[config.mk]
export PLATFORM = sky130hd
export DESIGN_NAME = cpu_mailbox_monitor
export DESIGN_NICKNAME = d
export VERILOG_FILES = /design/src/rtl/mailbox_pkg.sv /design/src/rtl/mailbox_fifo.sv /design/src/rtl/cpu_mailbox_monitor.sv
export SDC_FILE = /design/constraint.sdc
export NUM_CORES = 1
export LEC_CHECK = 0
export ABC_AREA = 1
export CAP_MARGIN = 20
export CORE_ASPECT_RATIO = 1.4
export CORE_MARGIN = 2
export CORE_UTILIZATION = 45
export DETAILED_ROUTE_END_ITERATION = 8
export PLACE_DENSITY = 0.8
export SYNTH_ARGS = -nofsm -noshare
export SYNTH_HDL_FRONTEND = slang
export SYNTH_HIERARCHICAL = 1
export SYNTH_SLANG_ARGS = --single-unit
[constraint.sdc]
create_clock -name clk -period 11.4 [get_ports clk]
set_clock_uncertainty 0.2 [all_clocks]
set_input_delay 2.28 -clock clk [delete_from_list [all_inputs] [get_ports clk]]
set_output_delay 2.28 -clock clk [all_outputs]
set_load 0.02 [all_outputs]
[src/rtl/mailbox_pkg.sv]
// Shared constants and FSM encoding for the CPU mailbox monitor.
// Mailbox layout and terminal values used by the store-bus decoder.
package mailbox_pkg;

   localparam logic [31:0] MB_BASE_ADDR  = 32'h0200_0000;
   localparam logic [31:0] MB_RESULT_OFS = 32'h0000_000C;
   localparam logic [31:0] MB_DONE_OFS   = 32'h0000_0010;
   localparam logic [31:0] DONE_VALUE    = 32'd1;
   localparam int          MB_FIFO_DEPTH = 4;
   localparam int          MB_TIMEOUT    = 100000;

   typedef enum logic [1:0] {
      S_IDLE,
      S_RUN,
      S_DONE,
      S_TIMEOUT
   } state_e;

endpackage

[src/rtl/mailbox_fifo.sv]
// Synchronous result-log FIFO with flush; drops pushes when full
// unless a pop frees a slot in the same cycle.
module mailbox_fifo #(
   parameter int DEPTH = 4,
   parameter int WIDTH = 32
) (
   input  logic             clk,
   input  logic             reset,
   input  logic             clear,
   input  logic             push,
   input  logic             pop,
   input  logic [WIDTH-1:0] wdata,
   output logic [WIDTH-1:0] rdata,
   output logic             full,
   output logic             empty
);

   localparam int PTR_W = $clog2(DEPTH);
   localparam int CNT_W = PTR_W + 1;

   logic [WIDTH-1:0] mem_q [DEPTH];
   logic [PTR_W-1:0] wr_q;
   logic [PTR_W-1:0] rd_q;
   logic [CNT_W-1:0] cnt_q;
   logic             do_pop;
   logic             do_push;

   assign empty   = (cnt_q == '0);
   assign full    = (cnt_q == CNT_W'(DEPTH));
   assign do_pop  = pop && !empty;
   assign do_push = push && (!full || do_pop);
   assign rdata   = empty ? '0 : mem_q[rd_q];

   // Pointer/occupancy update; flush has priority over traffic.
   always_ff @(posedge clk or posedge reset) begin
      if (reset) begin
         wr_q  <= '0;
         rd_q  <= '0;
         cnt_q <= '0;
         for (int i = 0; i < DEPTH; i++) mem_q[i] <= '0;
      end else if (clear) begin
         wr_q  <= '0;
         rd_q  <= '0;
         cnt_q <= '0;
      end else begin
         if (do_push) begin
            mem_q[wr_q] <= wdata;
            wr_q        <= wr_q + PTR_W'(1);
         end
         if (do_pop) rd_q <= rd_q + PTR_W'(1);
         if (do_push && !do_pop) cnt_q <= cnt_q + CNT_W'(1);
         else if (do_pop && !do_push) cnt_q <= cnt_q - CNT_W'(1);
      end
   end

endmodule

[src/rtl/cpu_mailbox_monitor.sv]
// Snoops the CPU store bus, decodes the software mailbox and
// judges pass/fail with a cycle-count timeout.
module cpu_mailbox_monitor
   import mailbox_pkg::*;
#(
   parameter logic [31:0] BASE_ADDR  = MB_BASE_ADDR,
   parameter logic [31:0] RESULT_OFS = MB_RESULT_OFS,
   parameter logic [31:0] DONE_OFS   = MB_DONE_OFS,
   parameter int          FIFO_DEPTH = MB_FIFO_DEPTH,
   parameter int          TIMEOUT    = MB_TIMEOUT
) (
   input  logic        clk,
   input  logic        reset,
   input  logic        run,
   input  logic        MemWrite,
   input  logic [31:0] DataAdr,
   input  logic [31:0] WriteData,
   input  logic [31:0] expected,
   output logic [31:0] result,
   output logic        done,
   output logic        pass,
   output logic        fail,
   output logic        timeout,
   output logic        overflow,
   output logic [31:0] cycle_count,
   output logic        out_valid,
   input  logic        out_ready,
   output logic [31:0] out_data
);

   localparam logic [31:0] RES_ADR  = BASE_ADDR + RESULT_OFS;
   localparam logic [31:0] DONE_ADR = BASE_ADDR + DONE_OFS;
   localparam logic [31:0] TO_LAST  = 32'(TIMEOUT - 1);

   state_e      state_q;
   logic [31:0] result_q;
   logic [31:0] cnt_q;
   logic [31:0] cnt_d;
   logic        match_q;
   logic        done_q;
   logic        pass_q;
   logic        fail_q;
   logic        to_q;
   logic        ovf_q;

   logic res_st;
   logic done_st;
   logic fifo_push;
   logic fifo_clear;
   logic fifo_full;
   logic fifo_empty;

   assign res_st  = MemWrite && (DataAdr == RES_ADR);
   assign done_st = MemWrite && (DataAdr == DONE_ADR) &&
                    (WriteData == DONE_VALUE);

   assign fifo_push  = run && (state_q == S_RUN) && res_st;
   assign fifo_clear = !run || (state_q == S_IDLE);
   assign cnt_d      = cnt_q + 32'd1;

   mailbox_fifo #(
      .DEPTH (FIFO_DEPTH),
      .WIDTH (32)
   ) u_log (
      .clk   (clk),
      .reset (reset),
      .clear (fifo_clear),
      .push  (fifo_push),
      .pop   (out_ready),
      .wdata (WriteData),
      .rdata (out_data),
      .full  (fifo_full),
      .empty (fifo_empty)
   );

   // Mailbox FSM with registered status; run=0 always returns to IDLE.
   always_ff @(posedge clk or posedge reset) begin
      if (reset) begin
         state_q  <= S_IDLE;
         result_q <= '0;
         cnt_q    <= '0;
         match_q  <= 1'b0;
         done_q   <= 1'b0;
         pass_q   <= 1'b0;
         fail_q   <= 1'b0;
         to_q     <= 1'b0;
         ovf_q    <= 1'b0;
      end else if (!run) begin
         state_q  <= S_IDLE;
         result_q <= '0;
         cnt_q    <= '0;
         match_q  <= 1'b0;
         done_q   <= 1'b0;
         pass_q   <= 1'b0;
         fail_q   <= 1'b0;
         to_q     <= 1'b0;
         ovf_q    <= 1'b0;
      end else begin
         case (state_q)
            S_IDLE: begin
               state_q  <= S_RUN;
               result_q <= '0;
               cnt_q    <= '0;
               match_q  <= 1'b0;
               done_q   <= 1'b0;
               pass_q   <= 1'b0;
               fail_q   <= 1'b0;
               to_q     <= 1'b0;
               ovf_q    <= 1'b0;
            end
            S_RUN: begin
               cnt_q <= cnt_d;
               if (res_st) begin
                  result_q <= WriteData;
                  match_q  <= match_q | (WriteData == expected);
                  if (fifo_full && !out_ready) ovf_q <= 1'b1;
               end
               if (done_st) begin
                  state_q <= S_DONE;
                  done_q  <= 1'b1;
                  pass_q  <= match_q;
                  fail_q  <= !match_q;
               end else if (cnt_q == TO_LAST) begin
                  state_q <= S_TIMEOUT;
                  to_q    <= 1'b1;
                  fail_q  <= 1'b1;
               end
            end
            S_DONE, S_TIMEOUT: state_q <= state_q;
            default: state_q <= S_IDLE;
         endcase
      end
   end

   assign result      = result_q;
   assign done        = done_q;
   assign pass        = pass_q;
   assign fail        = fail_q;
   assign timeout     = to_q;
   assign overflow    = ovf_q;
   assign cycle_count = cnt_q;
   assign out_valid   = !fifo_empty;

endmodule

### Yosys cells after proc, flatten, opt, wreduce, memory -nomap -nowiden

Index checks and enable logic that the tools add are counted.

* register bits: 207
* latch bits: 0
* bits in writable memories: 0
* memory bits (read-only): 0
* bits of input ports: 101
* output and inout port bits: 102
* word-level logic and storage cells: 121
* memories kept: 0

* add/subtract/negate cells: 5
* multipliers: 0
* div/mod/pow operators: 0
* $lt $le $gt $ge: 3
* equality and inequality tests: 17
* shifts and indexed selects: 0
* multiplexer cells: 43
* bitwise logic cells: 4
* reductions and logical operators: 33

Operators by type and width (number)
* $mux 32: 7
* $bwmux 128: 1
* $pmux 32 s2: 2
* $bmux 32 s2: 1
* $demux 32 s2: 1
* $eq 32x26->1 const B: 2
* $add 32x1->32 const B: 1
* $eq 32x1->1 const B: 1
* $eq 32x17->1 const B: 1
* $eq 32x32->1: 1
* $mux 1: 14
* $mux 2: 7
* $pmux 1 s2: 6
* $logic_and 1x1->1: 11
* $reduce_and 2->1: 5
* $mux 3: 3
* $ne 3x3->1 const B: 3
* $logic_not 1->1: 7
* $ge 3x3->1 const B: 2
* $ne 3x2->1 const B: 2
* $not 2->3: 2
* $reduce_and 3->1: 2
* $add 2x1->2 const B: 2
* $eq 2x2->1 const B: 2
* 17 further kinds: 19

### Depth between registers and ports, before layout

Gate-level depths: netlist of run 1.

* depth in word-level cells: 10
* mapped depth: 18
* mapped depth without buffers: 17

### Hierarchy

The synthesis of run 1 kept the hierarchy.

By module, submodules not included
* mailbox_fifo: instances 1, cells an instance 798, area an instance 6537.5 sq um, sequential area each 3378.2 sq um
* cpu_mailbox_monitor: instances 1, cells an instance 676, area an instance 4669.5 sq um, sequential area each 1801.7 sq um

### Least setup slack after synthesis of run 1

No wires, ideal clock.

* path kind: input to register
* start point: in run
* end point: reg u_log.cnt_q[2]
* library setup time: 0.116 ns
* data arrival time: 4.041 ns
* data required time: 11.084 ns
* setup slack: 7.043 ns
* stages: 15
* path buffers: 2
* cells stage by stage: buf_2 -> nand2_1 -> nor2_4 -> nand3_1 -> inv_1 -> buf_2 -> nand3_1 -> inv_1 -> fa_1 -> xnor2_1 -> inv_1 -> nand2_1 -> nand2_1 -> nand2_1 -> nand2_1

* longest elaborated chain between the ends: 6
* elaborated cells on any way between the ends: 11
* classes of those cells: mux: 2; reduce/logical: 9

RTL lines
* from (decl): line cpu_mailbox_monitor.sv:14 `input logic run,`
* $logic_and 1x1->1 (*) (2 in a row): line cpu_mailbox_monitor.sv:57 `assign fifo_push = run && (state_q == S_RUN) && res_st;`
* named net fifo_push: line cpu_mailbox_monitor.sv:48 `logic fifo_push;`
* $logic_and 1x1->1 (*): line mailbox_fifo.sv:31 `assign do_push = push && (!full || do_pop);`
* $logic_and 1x1->1 / $logic_not 1->1 (equally long branches): line mailbox_fifo.sv:51, mailbox_fifo.sv:52
* $mux 3 / $logic_and 1x1->1 (equally long branches): line mailbox_fifo.sv:51, mailbox_fifo.sv:52
* $mux 3 / $reduce_bool 3->1 (equally long branches)
* to (signal assigned): line mailbox_fifo.sv:51 `if (do_push && !do_pop) cnt_q <= cnt_q + CNT_W'(1);`
* to (signal assigned): line mailbox_fifo.sv:52 `else if (do_pop && !do_push) cnt_q <= cnt_q - CNT_W'(1);`
* to (decl): line mailbox_fifo.sv:24 `logic [CNT_W-1:0] cnt_q;`

Mark *: on every way through the listed nets, which the timed path passes. The rest lies on a longest branch.
A chain may end at the register's enable or synchronous reset.

### Worst setup path in the final report of run 1

* start point: in run
* end point: reg u_log/mem_q[19] in the netlist's numbering

* longest elaborated chain between the ends: 4
* elaborated cells on any way between the ends: 7
* classes of those cells: bitwise: 1; reduce/logical: 6

RTL lines
* $logic_and 1x1->1 / $logic_not 1->1 (equally long branches)
* $logic_and 1x1->1 / $logic_or 1x1->1 (equally long branches): line cpu_mailbox_monitor.sv:57, cpu_mailbox_monitor.sv:58
* $logic_and 1x1->1 / $not 1->1 (equally long branches)
* $reduce_and 2->1 (no source line) (*)
* to (signal, indexed assignment): line mailbox_fifo.sv:47 `mem_q[wr_q] <= wdata;`
* to (decl): line mailbox_fifo.sv:21 `logic [WIDTH-1:0] mem_q [DEPTH];`

Mark *: on every way between the ends. The rest lies on a longest branch, timed or not.

==> results.toml, run 1 <==
[logic_synthesis]
synth_area_leaders = "dfrtp_1 46%, nand2_1 13%, o21ai_0 6.3%, inv_1 5.8%, nor2_1 3.6%"
ys_seq_area_share_pct = 46.2
synthesis.nets = 1581
synth-compound-area-share_pct = 16.3
yosysMostFrequentCell = "nand2_1"
synth_top_family_by_area = "simple AND/OR/NAND/NOR gates"
synth-seq-cells = 207
synthMuxAreaShare_pct = 0
ys.warnings.count = 6
netlist.area_leader.share_pct = 46.2
synth.distinct_cells = 45
synth_simple_gate_area_share_pct = 24.9
synth_xor_area_share_pct = 2.58
syn_area_um2 = 11200
async_reset_ff_share_pct = 100
syn_area_per_cell_um2 = 7.60
yosys_most_used_dff = "dfrtp_1"
synth_common_cells = "393 x nand2_1, 207 x dfrtp_1, 172 x inv_1, 141 x o21ai_0, 107 x nor2_1"
synth_edf_count = 0
synth_top_area_cell = "dfrtp_1"
syn_inst = 1474
synth_adder_area_share_pct = 0.737

[clocking]
cts_inserted_buffers = 21
cts_setup_buffers = 0
cts_resized = 0
cts_hold_buf = 0
h-tree-depth = 1
root_buffer = "clkbuf_16"
clock_sinks = 207
clk_path_buf_depth = 3
clk_pin_slew_worst_paths_ns = 0.06
cts_tree = "yes"
clk_latency_ns = 0.49

[job]
cap_violations = 0

[route]
via_count = 10700
vias_per_cell = 5.43
wl_um = 34400
first_iter_violations = 938
final_antenna_net_count = 0
drc = 0
post_drt_wl_per_cell_um = 17.5
dr.pass1.iters = 5

[setup_path]
cp_max_fo = 69
required_ns = 11.53
arrival_ns = 6.57
crit_chain = "clkdlybuf4s50_1 > nand2_1 > nor2_4 > nand3_1 > inv_1 > nand3_4 > buf_4 > nor2_8 > o21ai_0"
slowest_delay_ns = 0.75
cp.depth = 9
worstRegToRegCells = 7
worstSetupPathType = "in -> reg"
cp-start-kind = "input port"
crit_buf_inv = 3
slowest_stage = "nand3_1"
path_delay_family = "simple AND/OR/NAND/NOR gates"
setup.worst_path.end_class = "flop"

[floorplan]
die_w_um = 137
start_util_pct = 45.6
core.rowCount = 68
fp.dieArea_um2 = 26200
io_pins = 203
fp.dieH_um = 191
core_um2 = 24600

[pwr]
vdd_drop_max_v = 0.0000939
p_leak_nw = 6.29
power_density_nw_per_um2 = 115

[worst_hold_path]
hold_depth = 2
hold_class = "reg -> reg"

[global_route]
grt_pass1_vias = 10400
grt_max_degree = 128
grt_overflow = 0
grt_first_pass_wirelength_um = 53900
grtUsageTotal_pct = 26.3
antenna_found_initial = 0

[timing]
rsz0062_at_grt = "false"
worst_pin_slew_ns = 1.11
hold_violations = 0
drv_slew = 0
setup_viol = 0
fin_crit_ns = 6.44
fin_tns_setup_ns = 0
fmax_mhz = 155
hold_ws_ns = 0.275
maxSlewHeadroom_pct = 25.2
finalCritPeriodShare_pct = 56.5

[placement]
io_buffers = 202
gp_congestion = 0.916
place_hpwl_um = 24000

[outcome]
outcome = "finished clean"

[finish]
antennaDiodeCount = 0
syn2layout_area_growth_pct = 24.8
utilization_pct = 56.9
drive_above_1_share_pct = 4.61
nNetsFinal = 1742
[metrics by stage]
step	worst slack (ns)	area [um2]	cells	total power, mW
floorplan	5.31	11200	1474	0.863
global placement	4.58	13300	1925	0.956
detailed placement	4.46	13300	1926	0.967
CTS	4.97	14000	1962	1.62
global route	4.58	14000	1963	1.67
finish	4.96	14000	1963	1.61
[where the power goes]
group          total [mW]  switching, mW  internal, mW
registers           0.751         0.0122         0.739
logic               0.207          0.125        0.0814
clock network       0.656          0.279         0.378
total                1.61          0.416          1.20
[flip-flops by register name (all words and copies together), names as in the netlist]
name,count
overflow,1
u_log/wr_q,2
u_log/cnt_q,3
cycle_count,32
fail,1
result,32
timeout,1
u_log/mem_q,128
pass,1
match_q,1
state_q,2
done,1
u_log/rd_q,2
[placed cells by master (no fill, tap or decap), types with 2 or more instances in the layout]
cell and instances:
nand2_1 393, dfrtp_1 205, clkdlybuf4s50_1 202, inv_1 170, o21ai_0 141, nor2_1 107, a21oi_1 79, nand3_1 71
o21ai_1 69, o211ai_1 34, xnor2_1 32, nand4_1 27, clkbuf_16 21, nor3_1 10, nor2_4 9, nand2_2 7
clkbuf_8 6, clkbuf_1 6, buf_4 6, o22ai_1 5, ha_1 5, o21ai_2 5, inv_2 3, nor4_1 3
nor3b_1 3, clkinv_2 3, nor2_2 2, nor2_8 2
[worst register-to-register path: stages, from the launching register on]
cell and delay, ns:
dfrtp_1 0.44, nor2_4 0.55, nand3_1 0.76, inv_1 0.67, nand3_4 0.10, buf_4 0.40
nor2_8 0.68, o21ai_0 0.23
[per-layer routing]
metal  track usage [%]  vias up  share of wire, %
li1                  -     5099                 -
met1              32.1     5102                39
met2              46.4      382                51
met3              2.74       77               5.6
met4              11.5        0               4.4
met5                 0        -                 0
[logic make-up after synthesis]
logic type | count (synthesis)
XOR/XNOR | 33
flip-flops | 207
buffers and inverters | 247
AO/OA/AOI/OAI | 339
AND/OR/NAND/NOR | 642
adder cells (fa/ha/maj) | 6
[worst paths after layout]
kind	from	endpoint	slack, ns
worst max-delay path	run	u_log/mem_q[19]	4.96
worst min-delay path	u_log/mem_q[108]	u_log/mem_q[108]	0.27
worst max register to register	state_q[1]	u_log/mem_q[19]	7.21
worst min register to register	u_log/mem_q[108]	u_log/mem_q[108]	0.27
max in group asynchronous	reset	u_log/mem_q[6]	7.41
min in group asynchronous	reset	u_log/mem_q[83]	2.10
[area by class of cell]
class	instances	area, um2
well taps	315	394
flip-flops and latches	207	5180
inverters	175	659
clock inverters	3	15.0
repair buffers	210	2110
clock buffers	33	631
multi-input cells	1020	4990
fillers	2206	10600
Power figures use the tool's default switching activity.
==> run 2: changes to the inputs <==
Settings changed: PLACE_DENSITY 0.8 to 0.83.
Clock period 11.4 ns to 5.2 ns, I/O delays scaled along.
==> run 2 against run 1 <==
Die area unchanged. Count of clock-buffer cells in the layout decreased by 1. First-iteration DRC count increased by 1.3%. Non-clock buffer count increased by 9. Wire length increased by 1.7%. Sequential cell count unchanged. Largest cell class unchanged.
==> results.toml, run 2 (synthesized netlist as in run 1, its figures left out) <==
[clocking]
clk_pin_slew_worst_paths_ns = 0.06
h-tree-depth = 1
cts_hold_buf = 0
cts_setup_buffers = 0
cts_tree = "yes"
cts_inserted_buffers = 21
clk_path_buf_depth = 3
clk_latency_ns = 0.50
clock_sinks = 207
cts_resized = 0
root_buffer = "clkbuf_16"

[route]
final_antenna_net_count = 0
post_drt_wl_per_cell_um = 17.7
met2_wirelength_um = 17500
wl_um = 35000
drc = 0
met3_length_um = 2230
topRoutingLayerUsed = "met4"
via_count = 10700
met1_length_um = 13600
first_iter_violations = 950
vias_per_cell = 5.42
dr.pass1.iters = 5

[floorplan]
core.rowCount = 68
io_pins = 203
fp.dieArea_um2 = 26200
start_util_pct = 45.6
core_um2 = 24600
fp.dieH_um = 191
die_w_um = 137

[timing]
rsz0062_at_grt = "false"
setup_viol = 0
fin_ws_ns = 1.09
worst_pin_slew_ns = 1.06
fmax_mhz = 243
fin_tns_setup_ns = 0
hold_ws_ns = 0.271
finalCritPeriodShare_pct = 79.1
hold_violations = 0
maxSlewHeadroom_pct = 28.9
drv_slew = 0
fin_crit_ns = 4.11

[global_route]
grt_overflow = 0
grt_pass1_vias = 10500
antenna_found_initial = 1
grt_max_degree = 128
grtUsageTotal_pct = 26.7
grt_first_pass_wirelength_um = 54700

[setup_path]
cp_max_fo = 35
worstRegToRegCells = 11
crit_buf_inv = 2
cp-start-kind = "flop"
worstSetupPathType = "reg -> out"
crit_chain = "buf_4 > o211ai_1 > a21oi_1 > clkdlybuf4s50_1"
slowest_stage = "dfrtp_2"
arrival_ns = 2.87
required_ns = 3.96
path_delay_family = "buffers and inverters"
cp.depth = 4
setup.worst_path.end_class = "output pin"
slowest_delay_ns = 0.75

[placement]
gp_congestion = 0.955
dp_slack_ns = 1.13
place_area_um2 = 13400
place_hpwl_um = 24600
io_buffers = 202

[job]
cap_violations = 0

[pwr]
power.total_mw = 3.69
vdd_drop_max_v = 0.000268
p_leak_nw = 6.37
power_density_nw_per_um2 = 261

[finish]
final_common_cell = "nand2_1"
fin_area_um2 = 14100
drive_above_1_share_pct = 5.19
nNetsFinal = 1751
regMostFlops = "u_log/mem_q"
largest_reg_flops = 128
mostFrequentLayoutCells = "393 x nand2_1, 205 x dfrtp_1, 202 x clkdlybuf4s50_1"
syn2layout_area_growth_pct = 26.2

[worst_hold_path]
hold_class = "reg -> reg"
hold_depth = 2

[outcome]
outcome = "finished clean"
[run 2: cell count changes in the layout (fill, tap and decap cells not counted), sizes merged]
cell	change
clkbuf	-1
bufinv	+3
clkinv	-2
diode	+1
clkinvlp	+1
buf	+9
[run 2: layer usage]
metal	track usage, %	vias up
met5	0	-
met4	12.3	0
met3	2.66	98
met2	45.6	425
met1	33.7	5064
li1	-	5115
[run 2: stage by stage]
step                util (%)  std cells
global route            57.5       1974
CTS                     57.4       1972
finish                  57.5       1974
floorplan                  -       1474
global placement        54.5       1935
detailed placement      54.5       1935
[run 2: cell type report]
type	count	area, um2
Tap cell	315	394
Antenna cell	1	2.50
Clock inverter	5	103
Timing Repair Buffer	219	2190
Inverter	175	659
Sequential cell	207	5180
Clock buffer	32	617
Multi-Input combinational cell	1020	4990
Fill cell	2217	10400
[run 2: worst paths after layout]
| check | start | slack [ns] | endpoint |
|---|---|---|---|
| setup / recovery | u_log/rd_q[1] | 1.09 | out_data[18] |
| hold / removal | pass | 0.27 | pass |
| setup reg to reg | state_q[1] | 2.40 | u_log/mem_q[119] |
| hold reg to reg | pass | 0.27 | pass |
| max in group asynchronous | reset | 3.05 | u_log/rd_q[1] |
| min in group asynchronous | reset | 0.87 | u_log/mem_q[87] |
[run 2: worst register-to-register path, stage by stage, from the launching register on]
cell	delay (ns)
dfrtp_1	0.44
nand2_2	0.08
buf_4	0.31
inv_2	0.24
nor2_4	0.17
inv_1	0.12
nand3_4	0.22
buf_4	0.41
nor2_4	0.04
buf_4	0.27
nand2_1	0.12
nand2_1	0.07
[run 2: power breakdown]
| group | switching, mW | internal [mW] | total [mW] |
|---|---|---|---|
| Sequential | 0.0239 | 1.62 | 1.64 |
| Combinational | 0.279 | 0.173 | 0.451 |
| Clock | 0.636 | 0.965 | 1.60 |
| Total | 0.938 | 2.76 | 3.69 |
